$ cat src/rtl/adau1761_init_sequencer.sv
// Boot-time ADAU1761 register-write sequencer feeding an I2C controller command port.
// Optional feature: define INIT_RETRY_EN to retry NACKed writes up to MAX_RETRY times.
module adau1761_init_sequencer #(
  parameter int unsigned POWERUP_DELAY_CYC = 1_000_000,
  parameter int unsigned GAP_CYC           = 100,
  parameter logic [6:0]  DEV_ADDR          = 7'h3B
`ifdef INIT_RETRY_EN
  ,
  parameter int unsigned MAX_RETRY         = 3
`endif
) (
  input  logic        clk,
  input  logic        reset,
  input  logic        start,
  output logic        cmd_valid,
  input  logic        cmd_ready,
  output logic [6:0]  cmd_dev_addr,
  output logic [15:0] cmd_reg_addr,
  output logic [7:0]  cmd_data,
  input  logic        xfer_done,
  input  logic        xfer_nack,
  output logic        init_done,
  output logic        init_error,
  output logic [3:0]  err_index
);

  localparam int unsigned CNT_W   = 20;
  localparam int unsigned IDX_W   = 4;
  localparam int unsigned REG_W   = 16;
  localparam int unsigned DATA_W  = 8;
  localparam int unsigned RETRY_W = 2;

  localparam logic [CNT_W-1:0] PU_LAST  = CNT_W'(POWERUP_DELAY_CYC - 1);
  localparam logic [CNT_W-1:0] GAP_LAST = CNT_W'(GAP_CYC - 1);
  localparam logic [IDX_W-1:0] LAST_IDX = IDX_W'(10);

  typedef enum logic [2:0] {
    S_POWERUP,
    S_ISSUE,
    S_WAIT_DONE,
    S_GAP,
    S_DONE,
    S_ERROR
  } state_t;

  state_t                  state, state_n;
  logic [IDX_W-1:0]        index, index_n;
  logic [CNT_W-1:0]        cnt, cnt_n;
  logic                    cmd_valid_n;
  logic [REG_W-1:0]        cmd_reg_addr_n;
  logic [DATA_W-1:0]       cmd_data_n;
  logic                    init_done_n, init_error_n;
  logic [IDX_W-1:0]        err_index_n;
  logic                    load;
  logic                    reissue;

`ifdef INIT_RETRY_EN
  localparam logic [RETRY_W-1:0] RETRY_LIMIT = RETRY_W'(MAX_RETRY);
  logic [RETRY_W-1:0] retry, retry_n;
  // A non-zero retry count on leaving Gap means the last attempt was NACKed.
  assign reissue = (retry != '0);
`else
  assign reissue = 1'b0;
`endif

  // Fixed boot table: {register address, data}.
  function automatic logic [REG_W+DATA_W-1:0] table_entry(input logic [IDX_W-1:0] idx);
    case (idx)
      4'd0:    return {16'h4000, 8'h01};
      4'd1:    return {16'h4015, 8'h01};
      4'd2:    return {16'h400A, 8'h01};
      4'd3:    return {16'h400C, 8'h01};
      4'd4:    return {16'h4019, 8'h13};
      4'd5:    return {16'h401C, 8'h21};
      4'd6:    return {16'h401E, 8'h41};
      4'd7:    return {16'h4029, 8'h03};
      4'd8:    return {16'h402A, 8'h03};
      4'd9:    return {16'h40F9, 8'h7F};
      4'd10:   return {16'h40FA, 8'h03};
      default: return '0;
    endcase
  endfunction

  always_ff @(posedge clk or negedge reset) begin
    if (!reset) begin
      state        <= S_POWERUP;
      index        <= '0;
      cnt          <= '0;
      cmd_valid    <= 1'b0;
      cmd_dev_addr <= DEV_ADDR;
      cmd_reg_addr <= '0;
      cmd_data     <= '0;
      init_done    <= 1'b0;
      init_error   <= 1'b0;
      err_index    <= '0;
`ifdef INIT_RETRY_EN
      retry        <= '0;
`endif
    end else begin
      state        <= state_n;
      index        <= index_n;
      cnt          <= cnt_n;
      cmd_valid    <= cmd_valid_n;
      cmd_dev_addr <= DEV_ADDR;
      cmd_reg_addr <= cmd_reg_addr_n;
      cmd_data     <= cmd_data_n;
      init_done    <= init_done_n;
      init_error   <= init_error_n;
      err_index    <= err_index_n;
`ifdef INIT_RETRY_EN
      retry        <= retry_n;
`endif
    end
  end

  always_comb begin
    state_n        = state;
    index_n        = index;
    cnt_n          = cnt;
    cmd_valid_n    = cmd_valid;
    cmd_reg_addr_n = cmd_reg_addr;
    cmd_data_n     = cmd_data;
    init_done_n    = init_done;
    init_error_n   = init_error;
    err_index_n    = err_index;
    load           = 1'b0;
`ifdef INIT_RETRY_EN
    retry_n        = retry;
`endif

    case (state)
      S_POWERUP: begin
        if (cnt == PU_LAST) begin
          state_n = S_ISSUE;
          cnt_n   = '0;
          index_n = '0;
          load    = 1'b1;
        end else begin
          cnt_n = cnt + CNT_W'(1);
        end
      end

      // Address/data were loaded on entry; valid rises one cycle later.
      S_ISSUE: begin
        if (!cmd_valid) begin
          cmd_valid_n = 1'b1;
        end else if (cmd_ready) begin
          cmd_valid_n = 1'b0;
          state_n     = S_WAIT_DONE;
        end
      end

      S_WAIT_DONE: begin
        if (xfer_done) begin
          if (!xfer_nack) begin
            state_n = S_GAP;
            cnt_n   = '0;
`ifdef INIT_RETRY_EN
            retry_n = '0;
`endif
          end else begin
`ifdef INIT_RETRY_EN
            if (retry < RETRY_LIMIT) begin
              retry_n = retry + RETRY_W'(1);
              state_n = S_GAP;
              cnt_n   = '0;
            end else begin
              state_n      = S_ERROR;
              init_error_n = 1'b1;
              err_index_n  = index;
            end
`else
            state_n      = S_ERROR;
            init_error_n = 1'b1;
            err_index_n  = index;
`endif
          end
        end
      end

      S_GAP: begin
        if (cnt == GAP_LAST) begin
          cnt_n = '0;
          if (reissue) begin
            state_n = S_ISSUE;
            load    = 1'b1;
          end else if (index == LAST_IDX) begin
            state_n     = S_DONE;
            init_done_n = 1'b1;
          end else begin
            index_n = index + IDX_W'(1);
            state_n = S_ISSUE;
            load    = 1'b1;
          end
        end else begin
          cnt_n = cnt + CNT_W'(1);
        end
      end

      S_DONE, S_ERROR: begin
        if (start) begin
          state_n      = S_ISSUE;
          index_n      = '0;
          cnt_n        = '0;
          init_done_n  = 1'b0;
          init_error_n = 1'b0;
          err_index_n  = '0;
          load         = 1'b1;
`ifdef INIT_RETRY_EN
          retry_n      = '0;
`endif
        end
      end

      default: state_n = S_POWERUP;
    endcase

    if (load) begin
      {cmd_reg_addr_n, cmd_data_n} = table_entry(index_n);
    end
  end

endmodule
$ cat config.mk
export PLATFORM = sky130hd
export DESIGN_NAME = adau1761_init_sequencer
export DESIGN_NICKNAME = d
export VERILOG_FILES = /design/src/rtl/adau1761_init_sequencer.sv
export SDC_FILE = /design/constraint.sdc
export NUM_CORES = 1
export LEC_CHECK = 0
export ABC_AREA = 1
export BUFFER_PORTS_ARGS = -buffer_cell sky130_fd_sc_hd__buf_2
export CAP_MARGIN = 20
export CORE_MARGIN = 10
export CORE_UTILIZATION = 40
export CTS_BUF_LIST = sky130_fd_sc_hd__clkbuf_2 sky130_fd_sc_hd__clkbuf_4 sky130_fd_sc_hd__clkbuf_8
export CTS_CLUSTER_SIZE = 16
export DETAILED_ROUTE_END_ITERATION = 16
export GPL_ROUTABILITY_DRIVEN = 0
export GPL_TIMING_DRIVEN = 1
export PLACE_DENSITY_LB_ADDON = 0.12
export SYNTH_ARGS = -nofsm -noshare
export SYNTH_HDL_FRONTEND = slang
export SYNTH_SLANG_ARGS = --single-unit
$ cat constraint.sdc
create_clock -name clk -period 2.3 [get_ports clk]
set_input_delay 0.23 -clock clk [delete_from_list [all_inputs] [get_ports clk]]
set_output_delay 0.23 -clock clk [all_outputs]
set_load 0.1 [all_outputs]
==> results.sh, run 1 <==
export IMPL_hold_viol_final=0
export IMPL_cts_inserted_buffers=5
export IMPL_worst_slew_pin_slew_ns=0.581
export IMPL_postRouteAntennaNets=0
export IMPL_n_antenna_cell=0
export IMPL_p_int_w=0.00244
export IMPL_multi_input_area_um2=1820
export IMPL_final_area_um2=3840
export IMPL_status="finished, final reports clean"
export IMPL_die_area_um2=12100
export IMPL_wl_um=8620
export IMPL_p_switching_w=0.00345
export IMPL_post_dp_cell_area_um2=3600
export IMPL_worstPathArrival_ns=2.40
export IMPL_synthCells=461
export IMPL_yosysWarnings=0
export IMPL_startpoint="cnt[6]$_DFFE_PN0P_"
export IMPL_syn_area_um2=3250
export IMPL_cts_max_level=2
export IMPL_r2r_end="cmd_reg_addr[7]$_DFFE_PN0P_"
export IMPL_root_buffer="clkbuf_8"
export IMPL_syn_area_per_cell_um2=7.06
export IMPL_synthFlopType="dfrtp_1"
export IMPL_register_area_um2=1180
export IMPL_p_seq_share_pct=22.7
export IMPL_ios=44
export IMPL_worstHoldStart="start"
export IMPL_die_y_um=110
export IMPL_whs_ns=0.118
export IMPL_rrSetupSlack_ns=0.15
export IMPL_rows=32
export IMPL_reg2reg_from="cnt[6]$_DFFE_PN0P_"
export IMPL_clk_latency_ns=0.30
export IMPL_port_buffers=28
export IMPL_p_per_area_nw_per_um2=1530
export IMPL_grt_overflow=0
export IMPL_hpwl_um=6790
export IMPL_worstPathRequired_ns=2.55
export IMPL_via_count=3124
export IMPL_cp_start_kind="register"
export IMPL_firstDrtPassIters=5
export IMPL_r2r_cells=14
export IMPL_die_w_um=110
export IMPL_ys_types=40
export IMPL_cts_clk_slew_worst_paths_ns=0.09
export IMPL_power_leakage_nw=1.93
export IMPL_nNetsFinal=530
export IMPL_clock_fmax_ghz=0.465
export IMPL_hp_class="input pin to register"
export IMPL_finalSetupViolCount=0
export IMPL_antenna_found_initial=0
export IMPL_hold_path_cell_count=2
export IMPL_path_max_fanout=5
export IMPL_viasPerCell=5.06
export IMPL_fillers=812
export IMPL_peakVddDrop_v=0.00112
export IMPL_seq_area_frac_synth_pct=36.2
export IMPL_synth_edf_count=0
export IMPL_relSlewSlack_pct=61.3
export IMPL_comb_power_share_pct=64.8
export IMPL_stdcell_count=618
export IMPL_grt_start_max_net_pins=26
export IMPL_cts_buffer_depth=2
export IMPL_grtUsageTotal_pct=14.5
export IMPL_slew_violations=0
export IMPL_fin_worst_skew_ns=0.0109
export IMPL_core_um2=7810
export IMPL_crit_end="cmd_reg_addr[7]$_DFFE_PN0P_"
export IMPL_cts_tree="done"
export IMPL_async_flop_share_pct=100
export IMPL_start_util_pct=41.7
export IMPL_grt_pass1_vias=2967
export IMPL_switching_share_pct=58.6
export IMPL_placedCellCount=606
export IMPL_wl_per_cell_um=14.0
export IMPL_post_route_period_util_pct=93.6
export IMPL_grt_pass1_wl_um=14300
export IMPL_cp_end_kind="register"
export IMPL_drv_cap=0
export IMPL_remaining_drc_errors=0
export IMPL_clock_sinks=47
export IMPL_area_growth_pct=18.0
export IMPL_finalCriticalPeriod_ns=2.15
export IMPL_ys_ff_latch=47
export IMPL_drive_gt1_share_pct=22.9
export IMPL_criticalPathCategory="register to register"
export IMPL_drtIter0Drc=170
export IMPL_power_share_clock_pct=12.5
worst min-delay path by stage:
stage	to
5_1_grt	init_done$_DFFE_PN0P_
3_5_place_dp	cnt[10]$_DFFE_PN0P_
4_1_cts	init_done$_DFFE_PN0P_
2_1_floorplan	cmd_data[0]$_DFFE_PN0P_
6_report	init_done$_DFFE_PN0P_
3_3_place_gp	cnt[10]$_DFFE_PN0P_
timing repair:
action / CTS / global route
resized for setup: 0 / 18
setup buffers: 0 / 3
hold buffers: 1 / 0
endpoints found under the hold margin: 23 / 0
endpoints found under the setup margin: 0 / 13
worst max-delay path, cell delays in order, from the launching register on:
cell     delay (ns)
dfrtp_1        0.48
inv_2          0.09
nor2_1         0.09
nand2_1        0.07
nor2_1         0.20
nand3_1        0.13
nand2_1        0.09
nand3_1        0.08
nand2_1        0.12
nor2_4         0.06
ha_1           0.31
nor2_1         0.11
nand2_1        0.06
nand2_1        0.08
o21a_1         0.12
power by group through the flow:
| stage | sequential, W | clock [W] | combinational, W |
|---|---|---|---|
| 2_1_floorplan | 0.00239 | 0 | 0.00190 |
| 3_3_place_gp | 0.00133 | 0 | 0.00373 |
| 3_5_place_dp | 0.00133 | 0 | 0.00374 |
| 4_1_cts | 0.00132 | 0.000755 | 0.00375 |
| 5_1_grt | 0.00138 | 0.000795 | 0.00413 |
| 6_report | 0.00134 | 0.000738 | 0.00381 |
layer usage:
| layer | global-route usage, % | routed length [um] | vias to the layer above |
|---|---|---|---|
| met2 | 22.3 | 3810 | 98 |
| met1 | 20.5 | 4140 | 1443 |
| met5 | 0 | 0 | - |
| met4 | 3.39 | 78 | 0 |
| met3 | 2.79 | 587 | 7 |
| li1 | - | - | 1576 |
kinds of logic (layout without fill, tap and decap cells):
group | count (synthesis) | after routing | share of synthesized area [%]
AOI/OAI and AO/OA | 48 | 48 | 8.35
xor gates and xnor gates | 4 | 4 | 1.08
buffers and inverters | 78 | 120 | 11.5
and+or+nand+nor | 273 | 273 | 39.2
other | 2 | 15 | 0.231
DFF | 47 | 47 | 36.2
adders and majority gates | 9 | 9 | 3.46
Yosys cell counts (all sizes together), types with 2 or more instances:
library cell | instances | area, um^2
a21o | 2 | 15.0
a21oi | 13 | 65.1
a31oi | 2 | 12.5
buf | 23 | 165
clkinv | 2 | 7.51
conb | 2 | 7.51
dfrtp | 47 | 1180
ha | 9 | 113
inv | 52 | 198
nand2 | 128 | 515
nand3 | 54 | 295
nand3b | 2 | 15.0
nand4 | 10 | 62.6
nor2 | 56 | 249
nor3 | 17 | 101
nor4 | 2 | 12.5
o21ai | 23 | 123
o22ai | 4 | 25.0
or2 | 3 | 18.8
xor2 | 4 | 35.0
cell usage in the layout (no fill, tap or decap), types with 3 or more instances in the layout:
cell / synthesis / routed
nand2_1: 118 / 116
nand3_1: 49 / 47
dfrtp_1: 47 / 46
nor2_1: 50 / 44
inv_1: 40 / 40
buf_4: 20 / 29
buf_2: 3 / 28
o21ai_0: 20 / 20
conb_1: 2 / 15
nor3_1: 15 / 14
a21oi_1: 13 / 13
inv_2: 11 / 11
nand2_2: 8 / 10
nand4_1: 10 / 10
nor2_2: 3 / 8
ha_1: 9 / 7
nand3_2: 5 / 6
clkbuf_8: 0 / 5
xor2_1: 4 / 4
o22ai_1: 4 / 4
nor2_4: 2 / 3
through the flow:
step,setup TNS (ns),total power [W],utilization [%],setup slack (ns)
5_1_grt,-0.00192,0.00630,49.2,-0.00192
6_report,0,0.00588,49.2,0.148
2_1_floorplan,0,0.00429,-,0.165
3_5_place_dp,0,0.00507,46.1,0.0310
3_3_place_gp,0,0.00506,46.1,0.0778
4_1_cts,0,0.00583,47.9,0.00316
registers in the layout, summed over array words and instances, names as in the netlist:
| signal | flops |
|---|---|
| init_done | 1 |
| cmd_valid | 1 |
| cnt | 20 |
| err_index | 4 |
| cmd_reg_addr | 7 |
| state | 3 |
| index | 4 |
| init_error | 1 |
| cmd_data | 6 |
final cells by class:
cell class	instances	share of cell area (%)
Tap cell	102	3.32
Clock inverter	2	1.56
Inverter	54	5.35
Timing Repair Buffer	58	9.58
Multi-Input combinational cell	349	47.5
Clock buffer	6	1.99
Sequential cell	47	30.7
Power figures use the tool's default switching activity.
==> inputs of run 2 (changes only) <==
Settings changed: HOLD_SLACK_MARGIN from default to 0.12.
==> run 2 against run 1 <==
  * Worst setup slack better by 0.011 ns
  * Fmax up 0.50%
  * Via count down 0.35%
  * Flip-flop and latch count unchanged
  * Final cell count up 0.16%
  * Routed wire length about the same
  * Non-clock buffer count up 1
  * Largest power group unchanged
==> results.sh, run 2 (same netlist as run 1, synthesis figures left out) <==
export IMPL_status="finished, final reports clean"
export IMPL_fin_worst_skew_ns=0.0102
export IMPL_cts_buffer_depth=2
export IMPL_hp_class="input pin to register"
export IMPL_grtUsageTotal_pct=14.5
export IMPL_remaining_drc_errors=0
export IMPL_postRouteAntennaNets=0
export IMPL_root_buffer="clkbuf_8"
export IMPL_p_int_w=0.00244
export IMPL_fillers=811
export IMPL_crit_end="cmd_reg_addr[7]$_DFFE_PN0P_"
export IMPL_p_per_area_nw_per_um2=1530
export IMPL_drive_gt1_share_pct=22.8
export IMPL_post_route_period_util_pct=93.1
export IMPL_n_antenna_cell=0
export IMPL_largest_reg_flops=20
export IMPL_power_leakage_nw=1.93
export IMPL_start_util_pct=41.7
export IMPL_final_area_um2=3850
export IMPL_grt_start_max_net_pins=26
export IMPL_worstPathArrival_ns=2.39
export IMPL_clock_fmax_ghz=0.467
export IMPL_top_regs="cnt (20), cmd_reg_addr (7), cmd_data (6)"
export IMPL_r2r_cells=14
export IMPL_slew_violations=0
export IMPL_antenna_found_initial=0
export IMPL_reg2reg_from="cnt[7]$_DFFE_PN0P_"
export IMPL_p_seq_share_pct=22.7
export IMPL_cts_tree="done"
export IMPL_hpwl_um=6790
export IMPL_ios=44
export IMPL_die_y_um=110
export IMPL_cts_max_level=2
export IMPL_nNetsFinal=531
export IMPL_post_dp_cell_area_um2=3600
export IMPL_worst_slew_pin_slew_ns=0.581
export IMPL_cp_start_kind="register"
export IMPL_firstDrtPassIters=5
export IMPL_startpoint="cnt[7]$_DFFE_PN0P_"
export IMPL_hold_viol_final=0
export IMPL_wl_um=8630
export IMPL_die_w_um=110
export IMPL_peakVddDrop_v=0.00112
export IMPL_grt_pass1_wl_um=14300
export IMPL_grt_pass1_vias=2970
export IMPL_wl_per_cell_um=13.9
export IMPL_largest_register="cnt"
export IMPL_relSlewSlack_pct=61.3
export IMPL_path_max_fanout=6
export IMPL_die_area_um2=12100
export IMPL_power_share_clock_pct=12.5
export IMPL_drtIter0Drc=170
export IMPL_cts_inserted_buffers=5
export IMPL_p_switching_w=0.00345
export IMPL_cts_clk_slew_worst_paths_ns=0.09
export IMPL_finalCriticalPeriod_ns=2.14
export IMPL_area_growth_pct=18.3
export IMPL_core_um2=7810
export IMPL_cp_end_kind="register"
export IMPL_clock_sinks=47
export IMPL_worstPathRequired_ns=2.55
export IMPL_port_buffers=28
export IMPL_final_cell_mix="116 x nand2_1, 47 x nand3_1, 46 x dfrtp_1"
export IMPL_viasPerCell=5.03
export IMPL_via_count=3113
export IMPL_power_total_w=0.00589
export IMPL_r2r_end="cmd_reg_addr[7]$_DFFE_PN0P_"
export IMPL_grt_overflow=0
export IMPL_clk_latency_ns=0.30
export IMPL_multi_input_area_um2=1820
export IMPL_final_common_cell="nand2_1"
export IMPL_register_area_um2=1180
export IMPL_comb_power_share_pct=64.7
export IMPL_rrSetupSlack_ns=0.16
export IMPL_switching_share_pct=58.6
export IMPL_drv_cap=0
export IMPL_finalSetupViolCount=0
export IMPL_criticalPathCategory="register to register"
export IMPL_rows=32
==> run 2: cell count changes in the layout (fill, tap and decap cells not counted) <==
cell,previous run,this run
dlygate4sd3_1,1,2
==> run 2: area by class of cell <==
| type | count | area share, % |
|---|---|---|
| Clock inverter | 2 | 1.56 |
| Sequential cell | 47 | 30.6 |
| Inverter | 54 | 5.33 |
| Multi-Input combinational cell | 349 | 47.4 |
| Tap cell | 102 | 3.32 |
| Timing Repair Buffer | 59 | 9.82 |
| Clock buffer | 6 | 1.98 |
==> run 2: layer usage <==
| layer | global-route usage [%] | vias to the layer above | routed length (um) |
|---|---|---|---|
| met1 | 20.5 | 1434 | 4120 |
| met5 | 0 | - | 0 |
| li1 | - | 1576 | - |
| met3 | 2.79 | 7 | 615 |
| met2 | 22.3 | 96 | 3820 |
| met4 | 3.39 | 0 | 76 |
==> run 2: how the worst min path moves through the flow <==
| stage | depth (start not counted) | from | slack [ns] | to |
|---|---|---|---|---|
| 4_1_cts | 3 | cmd_ready | 0.28 | cmd_valid$_DFFE_PN0N_ |
| 5_1_grt | 3 | cmd_ready | 0.30 | cmd_valid$_DFFE_PN0N_ |
| 6_report | 3 | cmd_ready | 0.27 | cmd_valid$_DFFE_PN0N_ |
| 3_5_place_dp | 1 | reset | 0.27 | cnt[10]$_DFFE_PN0P_ |
| 2_1_floorplan | 0 | reset | -0.07 | cmd_data[0]$_DFFE_PN0P_ |
| 3_3_place_gp | 1 | reset | 0.27 | cnt[10]$_DFFE_PN0P_ |
==> run 2: what timing repair did <==
action                                  CTS  global route
endpoints found under the setup margin    0            13
hold buffers                              2             0
endpoints found under the hold margin    24             0
setup buffers                             0             3
gates resized for setup                   0            18
==> run 2: power by group through the flow <==
| stage | Combinational [W] | Clock, W | Sequential [W] |
|---|---|---|---|
| global placement | 0.00373 | 0 | 0.00133 |
| global route | 0.00413 | 0.000795 | 0.00138 |
| floorplan | 0.00190 | 0 | 0.00239 |
| detailed placement | 0.00374 | 0 | 0.00133 |
| finish | 0.00381 | 0.000739 | 0.00134 |
| CTS | 0.00375 | 0.000755 | 0.00132 |
==> run 2: worst max-delay path: stages, from the launching register on <==
cell	delay [ns]
dfrtp_1	0.40
buf_4	0.16
nor2_1	0.10
nand2_1	0.07
nor2_1	0.20
nand3_1	0.13
nand2_1	0.09
nand3_1	0.08
nand2_1	0.12
nor2_4	0.06
ha_1	0.31
nor2_1	0.11
nand2_1	0.06
nand2_1	0.08
o21a_1	0.12
==> run 2: per-stage QoR <==
| step | setup slack (ns) | hold slack (ns) | setup TNS, ns | util [%] | std cells |
|---|---|---|---|---|---|
| floorplan | 0.165 | -0.0656 | 0 | - | 474 |
| global route | -0.00192 | 0.296 | -0.00192 | 49.3 | 619 |
| finish | 0.158 | 0.265 | 0 | 49.3 | 619 |
| CTS | 0.00316 | 0.276 | 0 | 48.1 | 616 |
| global placement | 0.0778 | 0.269 | 0 | 46.1 | 606 |
| detailed placement | 0.0310 | 0.275 | 0 | 46.1 | 606 |
